--- src/rtl/sha256_block_driver.sv ---
// Bus initiator for the sha256 MMIO peripheral: block in, INIT/NEXT, poll, digest out.
// Optional poll timeout with err pulse when SHA256_DRV_TIMEOUT_EN is defined.
module sha256_block_driver #(
    parameter int TIMEOUT_CYCLES = 200,
    parameter int TIMEOUT_W      = 8
) (
    input  logic         clk,
    input  logic         reset,
    input  logic         blk_valid,
    output logic         blk_ready,
    input  logic [511:0] blk_data,
    input  logic         blk_init,
    output logic         dig_valid,
    input  logic         dig_ready,
    output logic [255:0] dig_data,
    output logic         busy,
    output logic         err,
    output logic         cs,
    output logic         we,
    output logic [7:0]   address,
    output logic [31:0]  write_data,
    input  logic [31:0]  read_data
);

    localparam logic [7:0] ADDR_CTRL   = 8'h08;
    localparam logic [7:0] ADDR_STATUS = 8'h09;
    localparam logic [7:0] ADDR_BLOCK  = 8'h10;
    localparam logic [7:0] ADDR_DIGEST = 8'h20;

    if (TIMEOUT_CYCLES < 1 || TIMEOUT_CYCLES > (1 << TIMEOUT_W)) begin : g_bad_timeout
        $error("TIMEOUT_CYCLES does not fit TIMEOUT_W");
    end

    typedef enum logic [2:0] {
        S_IDLE, S_PRE_POLL, S_WRITE, S_CTRL, S_POLL, S_READ, S_OUT
    } state_e;

    state_e         state_q;
    logic [511:0]   blk_q;
    logic           init_q;
    logic [3:0]     wr_idx_q;
    logic [2:0]     rd_idx_q;
    logic           cs_q, we_q;
    logic [7:0]     addr_q;
    logic [31:0]    wdata_q;
    logic [255:0]   dig_q;
    logic           dig_valid_q, blk_ready_q, busy_q;
    logic           polling;
    logic           poll_expire;

    assign polling = (state_q == S_PRE_POLL) || (state_q == S_POLL);

`ifdef SHA256_DRV_TIMEOUT_EN
    logic [TIMEOUT_W-1:0] poll_cnt_q;
    logic                 err_q;

    assign poll_expire = (poll_cnt_q == TIMEOUT_W'(TIMEOUT_CYCLES - 1));

    // Counter idles at zero outside the poll states, so each poll phase starts fresh.
    always_ff @(posedge clk or posedge reset) begin
        if (reset) begin
            poll_cnt_q <= '0;
            err_q      <= 1'b0;
        end else begin
            err_q <= polling && !read_data[0] && poll_expire;
            if (polling && !read_data[0]) poll_cnt_q <= poll_cnt_q + 1'b1;
            else                          poll_cnt_q <= '0;
        end
    end

    assign err = err_q;
`else
    assign poll_expire = 1'b0;
    assign err         = 1'b0;
`endif

    always_ff @(posedge clk or posedge reset) begin
        if (reset) begin
            state_q     <= S_IDLE;
            blk_q       <= '0;
            init_q      <= 1'b0;
            wr_idx_q    <= '0;
            rd_idx_q    <= '0;
            cs_q        <= 1'b0;
            we_q        <= 1'b0;
            addr_q      <= '0;
            wdata_q     <= '0;
            dig_q       <= '0;
            dig_valid_q <= 1'b0;
            blk_ready_q <= 1'b1;
            busy_q      <= 1'b0;
        end else begin
            case (state_q)
                S_IDLE: begin
                    if (blk_valid) begin
                        blk_q       <= blk_data;
                        init_q      <= blk_init;
                        state_q     <= S_PRE_POLL;
                        blk_ready_q <= 1'b0;
                        busy_q      <= 1'b1;
                        cs_q        <= 1'b1;
                        addr_q      <= ADDR_STATUS;
                    end
                end
                S_PRE_POLL, S_POLL: begin
                    if (read_data[0]) begin
                        if (state_q == S_PRE_POLL) begin
                            // Block is shifted out MSB-first, so word 0 goes first.
                            state_q <= S_WRITE;
                            we_q    <= 1'b1;
                            addr_q  <= ADDR_BLOCK;
                            wdata_q <= blk_q[511:480];
                            blk_q   <= {blk_q[479:0], 32'h0};
                        end else begin
                            state_q <= S_READ;
                            addr_q  <= ADDR_DIGEST;
                        end
                    end else if (poll_expire) begin
                        state_q     <= S_IDLE;
                        cs_q        <= 1'b0;
                        addr_q      <= '0;
                        blk_ready_q <= 1'b1;
                        busy_q      <= 1'b0;
                    end
                end
                S_WRITE: begin
                    wr_idx_q <= wr_idx_q + 4'd1;
                    if (wr_idx_q == 4'd15) begin
                        state_q <= S_CTRL;
                        addr_q  <= ADDR_CTRL;
                        wdata_q <= init_q ? 32'h1 : 32'h2;
                    end else begin
                        addr_q  <= {4'h1, wr_idx_q + 4'd1};
                        wdata_q <= blk_q[511:480];
                        blk_q   <= {blk_q[479:0], 32'h0};
                    end
                end
                S_CTRL: begin
                    state_q <= S_POLL;
                    we_q    <= 1'b0;
                    wdata_q <= '0;
                    addr_q  <= ADDR_STATUS;
                end
                S_READ: begin
                    // After eight shifts h0 lands in the top word.
                    dig_q    <= {dig_q[223:0], read_data};
                    rd_idx_q <= rd_idx_q + 3'd1;
                    if (rd_idx_q == 3'd7) begin
                        state_q     <= S_OUT;
                        cs_q        <= 1'b0;
                        addr_q      <= '0;
                        dig_valid_q <= 1'b1;
                    end else begin
                        addr_q <= {5'b00100, rd_idx_q + 3'd1};
                    end
                end
                S_OUT: begin
                    if (dig_ready) begin
                        state_q     <= S_IDLE;
                        dig_valid_q <= 1'b0;
                        blk_ready_q <= 1'b1;
                        busy_q      <= 1'b0;
                    end
                end
                default: state_q <= S_IDLE;
            endcase
        end
    end

    assign blk_ready  = blk_ready_q;
    assign dig_valid  = dig_valid_q;
    assign dig_data   = dig_q;
    assign busy       = busy_q;
    assign cs         = cs_q;
    assign we         = we_q;
    assign address    = addr_q;
    assign write_data = wdata_q;

endmodule

--- config.mk ---
export PLATFORM = sky130hd
export DESIGN_NAME = sha256_block_driver
export DESIGN_NICKNAME = d
export VERILOG_FILES = /design/src/rtl/sha256_block_driver.sv
export SDC_FILE = /design/constraint.sdc
export NUM_CORES = 2
export LEC_CHECK = 0
export CAP_MARGIN = 25
export CORE_AREA = 2 2 327 329
export DETAILED_ROUTE_END_ITERATION = 7
export DIE_AREA = 0 0 329 331
export SYNTH_ARGS = -nofsm -noshare
export SYNTH_HDL_FRONTEND = slang
export SYNTH_SLANG_ARGS = --single-unit
export TNS_END_PERCENT = 5
--- constraint.sdc ---
create_clock -name clk -period 54.1 [get_ports clk]
set_clock_uncertainty 0.1 [all_clocks]
set_input_delay 5.41 -clock clk [delete_from_list [all_inputs] [get_ports clk]]
set_output_delay 5.41 -clock clk [all_outputs]
set_load 0.03 [all_outputs]
==> run summary <==
===============================================================================================
Clock input transition at the sequential cells of the worst setup and hold paths        0.06 ns
Worst R2R Path Depth                                                                          9
Count of endpoints failing hold in the final timing report                                    0
Post-CTS repair timing setup buffer count                                                     0
Die area                                                                             0.1089 mm2
Insertion delay of the later-clocked pin in the worst-skew pair                         0.66 ns
IO Count                                                                                    851
Synth async-reset ratio                                                                  100.0%
Internal power summed over all cells                                                   1.834 mW
CP Data Arrival Time                                                                   10.27 ns
Outcome                                                                            finished, final reports clean
Power density over cell area                                                       70.03 mW/mm2
Critical path endpoint category                                                            flop
Max incr delay on CP                                                                    0.85 ns
Number of buffers created by CTS                                                             91
Setup crit end                                                                       blk_q[170]
CTS max path bufs                                                                             3
Worst min-delay path class                                                         flop to flop
Die Y                                                                                    331 um
Core outline area                                                                    0.1050 mm2
Unrepaired setup endpoints after global routing                                           false
Number of I/O port buffers                                                                  847
Routability cong.                                                                        0.8514
Total via count in the routed design                                                      30280
Post-route ant nets                                                                           0
Maximum number of pins on one net before global-route repair                                257
Peak fanout along the critical path                                                         256
Total gr overflow                                                                             0
Number of hold buffers added after CTS                                                        0
End of the worst register-to-register path                                           blk_q[170]
Synth unique cells                                                                           44
Global routing usage summed across all routing layers                                    21.68%
Leak                                                                                   21.34 nW
Required time reported for the critical path endpoint                                  54.58 ns
Standard cell area after detailed placement                                         0.04391 mm2
Area taken by multi-input logic gates                                               0.01279 mm2
Chip Width                                                                               329 um
Total Wirelength                                                                      122300 um
Standard-cell row count                                                                     119
PostCTS Resize Cnt                                                                            0
Post-route clock period utilization                                                      18.11%
Max transition margin                                                                    20.71%
Endpoints failing setup                                                                       0
Detailed-router iteration count before antenna repair                                         6
Slack of the worst reg-to-reg path                                                     48.56 ns
Maximum achievable frequency                                                          102.1 MHz
Average footprint of a synthesized cell                                               8.601 um2
Cell seen most often among critical-path stages                                    sky130_fd_sc_hd__buf_4
Sum of negative setup slack                                                                0 ns
Cell with the most instances after synthesis                                       sky130_fd_sc_hd__nand2_1
Synthesized instance count                                                                 4064
Reg-to-reg startpoint                                                                state_q[0]
Wire length of the first global-routing pass                                          179900 um
Clk root buf                                                                       sky130_fd_sc_hd__clkbuf_16
Launch point of the critical path                                                  read_data[0]
Number of logic stages on the critical path including buffering                              10
Proportion of power drawn by flip-flops and latches                                       33.5%
Portion of the post-synthesis area used by sequential elements                           58.85%
Cell-by-cell listing of the critical path                                          clkdlybuf4s50_1, a21oi_1, a221oi_4, buf_4, buf_12, buf_4, buf_4, buf_16, nor2_1, a31oi_1
Effective utilization at floorplan                                                       33.30%
Number of max-slew violations in the final report                                             0
Detailed-route vias per instance                                                          4.863
Final critical delay including setup and external delays                               9.798 ns
Reported max-cap violation count                                                              0
Fraction of power consumed by the clock network                                           19.4%
Slew of the pin with the lowest slew margin                                            1.189 ns
CTS Sinks                                                                                   822
Sw Pwr                                                                                 1.476 mW
Cell with the largest stage delay on the worst path                                sky130_fd_sc_hd__buf_4
Final Cell Area                                                                     0.04727 mm2
Path type of the worst setup path                                                  primary input to flop
Initial antenna violation count                                                              34
Count of flip-flops with a built-in enable after synthesis                                    0
Sequential cell area in the final layout                                            0.02057 mm2
Average wire length per cell after detail routing                                      19.64 um
Number of design-rule violations left by the first detailed-router iteration               2583
H-tree levels                                                                                 3
Post-detailed-route DRC marker count                                                          0
Final Net Count                                                                            5300
Flip-flop cell with the highest count after synthesis                              sky130_fd_sc_hd__dfrtp_1
CP delay by family, top                                                            buffers and inverters
Area contributors post-synth                                                       sky130_fd_sc_hd__dfrtp_1 59%, sky130_fd_sc_hd__nand2_1 19%, sky130_fd_sc_hd__a31oi_1 8.6%, sky130_fd_sc_hd__nor2_1 5.4%, sky130_fd_sc_hd__buf_2 1.6%
Estimated wirelength of the detail-placed design                                       85960 um
Number of warnings reported in the yosys synthesis log                                        0
Flip-flop and latch count after synthesis                                                   822
Post-synthesis cell type with the largest combined area                            sky130_fd_sc_hd__dfrtp_1
Number of global-route vias before repair                                                 28870
Mapped Area                                                                         0.03495 mm2
Type of origin of the critical path                                                primary input
Area share of the leading cell type in the synthesized netlist                           58.78%
Fraction of layout cells with a size suffix above 1                                      4.129%
Comb pwr share                                                                            47.0%
CTS tree                                                                                    yes
Worst ir drop on vdd                                                                   65.82 uV
Most frequent cells after synthesis                                                1810 x sky130_fd_sc_hd__nand2_1, 821 x sky130_fd_sc_hd__dfrtp_1, 499 x sky130_fd_sc_hd__nor2_1, 483 x sky130_fd_sc_hd__a31oi_1, 109 x sky130_fd_sc_hd__buf_2
Bufs and invs on worst path                                                                   6
Number of fill cells in the layout                                                        10370
Area growth, synth to finish                                                             35.23%
Net switching fraction of the power                                                      44.60%
===============================================================================================
## power by group through the flow
stage / combinational, mW / clock (mW) / sequential (mW)
6_report: 1.56 / 0.643 / 1.11
3_5_place_dp: 1.56 / 0 / 1.12
2_1_floorplan: 0.979 / 0 / 1.21
4_1_cts: 1.56 / 0.656 / 1.11
5_1_grt: 1.73 / 0.681 / 1.15
3_3_place_gp: 1.53 / 0 / 1.11
## metal layers
layer | share of wire [%] | global-route usage, % | vias up
met5 | 0.18 | 0 | -
met4 | 3.9 | 9.063 | 36
met3 | 7.8 | 6.396 | 230
met2 | 45 | 32.86 | 910
met1 | 43 | 28.96 | 14470
li1 | - | - | 14630
## per-stage QoR
step	setup WS, ns	total power, mW	util [%]	hold slack [ns]	std cells
after floorplan	25.50	2.191	-	0.3386	4066
after global placement	43.67	2.647	41.83	0.3488	6036
after detailed placement	43.51	2.676	41.83	0.3553	6036
after CTS	44.23	3.327	44.78	0.3692	6201
after global routing	43.85	3.557	45.02	0.3876	6221
final	44.30	3.310	45.03	0.3664	6225
## cells by family after synthesis
logic type	Yosys count	share of synthesized area [%]
AO/OA/AOI/OAI	560	10.29
XOR/XNOR	6	0.1719
adder cells (fa/ha/maj)	4	0.1432
buffers and inverters	303	4.729
flip-flops	822	58.85
multiplexers	4	0.1217
other	1	0.01073
AND/OR/NAND/NOR	2364	25.68
## layout make-up
cell class | count | share of cell area [%]
diodes | 15 | 0.07941
clock buffers | 136 | 5.868
clock inverters | 29 | 0.6723
inverters | 5 | 0.05559
multi-input cells | 2941 | 27.06
flip-flops and latches | 822 | 43.52
well taps | 1391 | 3.682
repair buffers | 886 | 19.06
## worst min-delay path, cell delays in order (launching register included)
cell and delay (ns):
sky130_fd_sc_hd__dfrtp_1 0.34, sky130_fd_sc_hd__nand2_1 0.05, sky130_fd_sc_hd__nand2_1 0.05
## placed cells by master (no fill, tap or decap), types with 2 or more instances in the layout
| cell type | n |
|---|---|
| sky130_fd_sc_hd__buf_12 | 8 |
| sky130_fd_sc_hd__inv_1 | 4 |
| sky130_fd_sc_hd__inv_8 | 2 |
| sky130_fd_sc_hd__conb_1 | 3 |
| sky130_fd_sc_hd__clkinvlp_4 | 5 |
| sky130_fd_sc_hd__o22a_1 | 2 |
| sky130_fd_sc_hd__nor3b_1 | 3 |
| sky130_fd_sc_hd__nand2_1 | 1810 |
| sky130_fd_sc_hd__xor2_1 | 2 |
| sky130_fd_sc_hd__dfrtp_1 | 821 |
| sky130_fd_sc_hd__clkbuf_1 | 19 |
| sky130_fd_sc_hd__a221o_1 | 3 |
| sky130_fd_sc_hd__clkbuf_16 | 97 |
| sky130_fd_sc_hd__mux2i_1 | 2 |
| sky130_fd_sc_hd__bufinv_16 | 6 |
| sky130_fd_sc_hd__clkinv_2 | 16 |
| sky130_fd_sc_hd__a21oi_1 | 16 |
| sky130_fd_sc_hd__diode_2 | 15 |
| sky130_fd_sc_hd__buf_16 | 7 |
| sky130_fd_sc_hd__ha_1 | 4 |
| sky130_fd_sc_hd__a22o_1 | 31 |
| sky130_fd_sc_hd__nor3_1 | 2 |
| sky130_fd_sc_hd__buf_4 | 24 |
| sky130_fd_sc_hd__o21ai_0 | 13 |
| sky130_fd_sc_hd__nor2_4 | 2 |
| sky130_fd_sc_hd__mux2_2 | 2 |
| sky130_fd_sc_hd__o32a_1 | 2 |
| sky130_fd_sc_hd__a31oi_1 | 483 |
| sky130_fd_sc_hd__nand3_1 | 37 |
| sky130_fd_sc_hd__xnor2_1 | 3 |
| sky130_fd_sc_hd__nor2_1 | 497 |
| sky130_fd_sc_hd__clkdlybuf4s50_1 | 847 |
| sky130_fd_sc_hd__clkbuf_8 | 20 |
| sky130_fd_sc_hd__nor2b_1 | 2 |
| sky130_fd_sc_hd__nand2b_1 | 4 |
## flip-flops by register name (all words and copies together) (netlist names), 3 cells and up
| signal | count |
|---|---|
| wr_idx_q | 4 |
| write_data | 32 |
| state_q | 3 |
| blk_q | 512 |
| rd_idx_q | 3 |
| address | 6 |
| dig_data | 256 |
## worst min path at each step
stage / start / endpoint / slack [ns] / depth (start not counted)
after floorplan: blk_q[0] / blk_q[0] / 0.34 / 2
after global placement: blk_q[12] / blk_q[12] / 0.35 / 2
after detailed placement: blk_q[27] / blk_q[27] / 0.36 / 2
after CTS: blk_q[22] / blk_q[22] / 0.37 / 2
after global routing: blk_q[9] / blk_q[9] / 0.39 / 2
final: blk_q[22] / blk_q[22] / 0.37 / 2
Power figures use the tool's default switching activity.
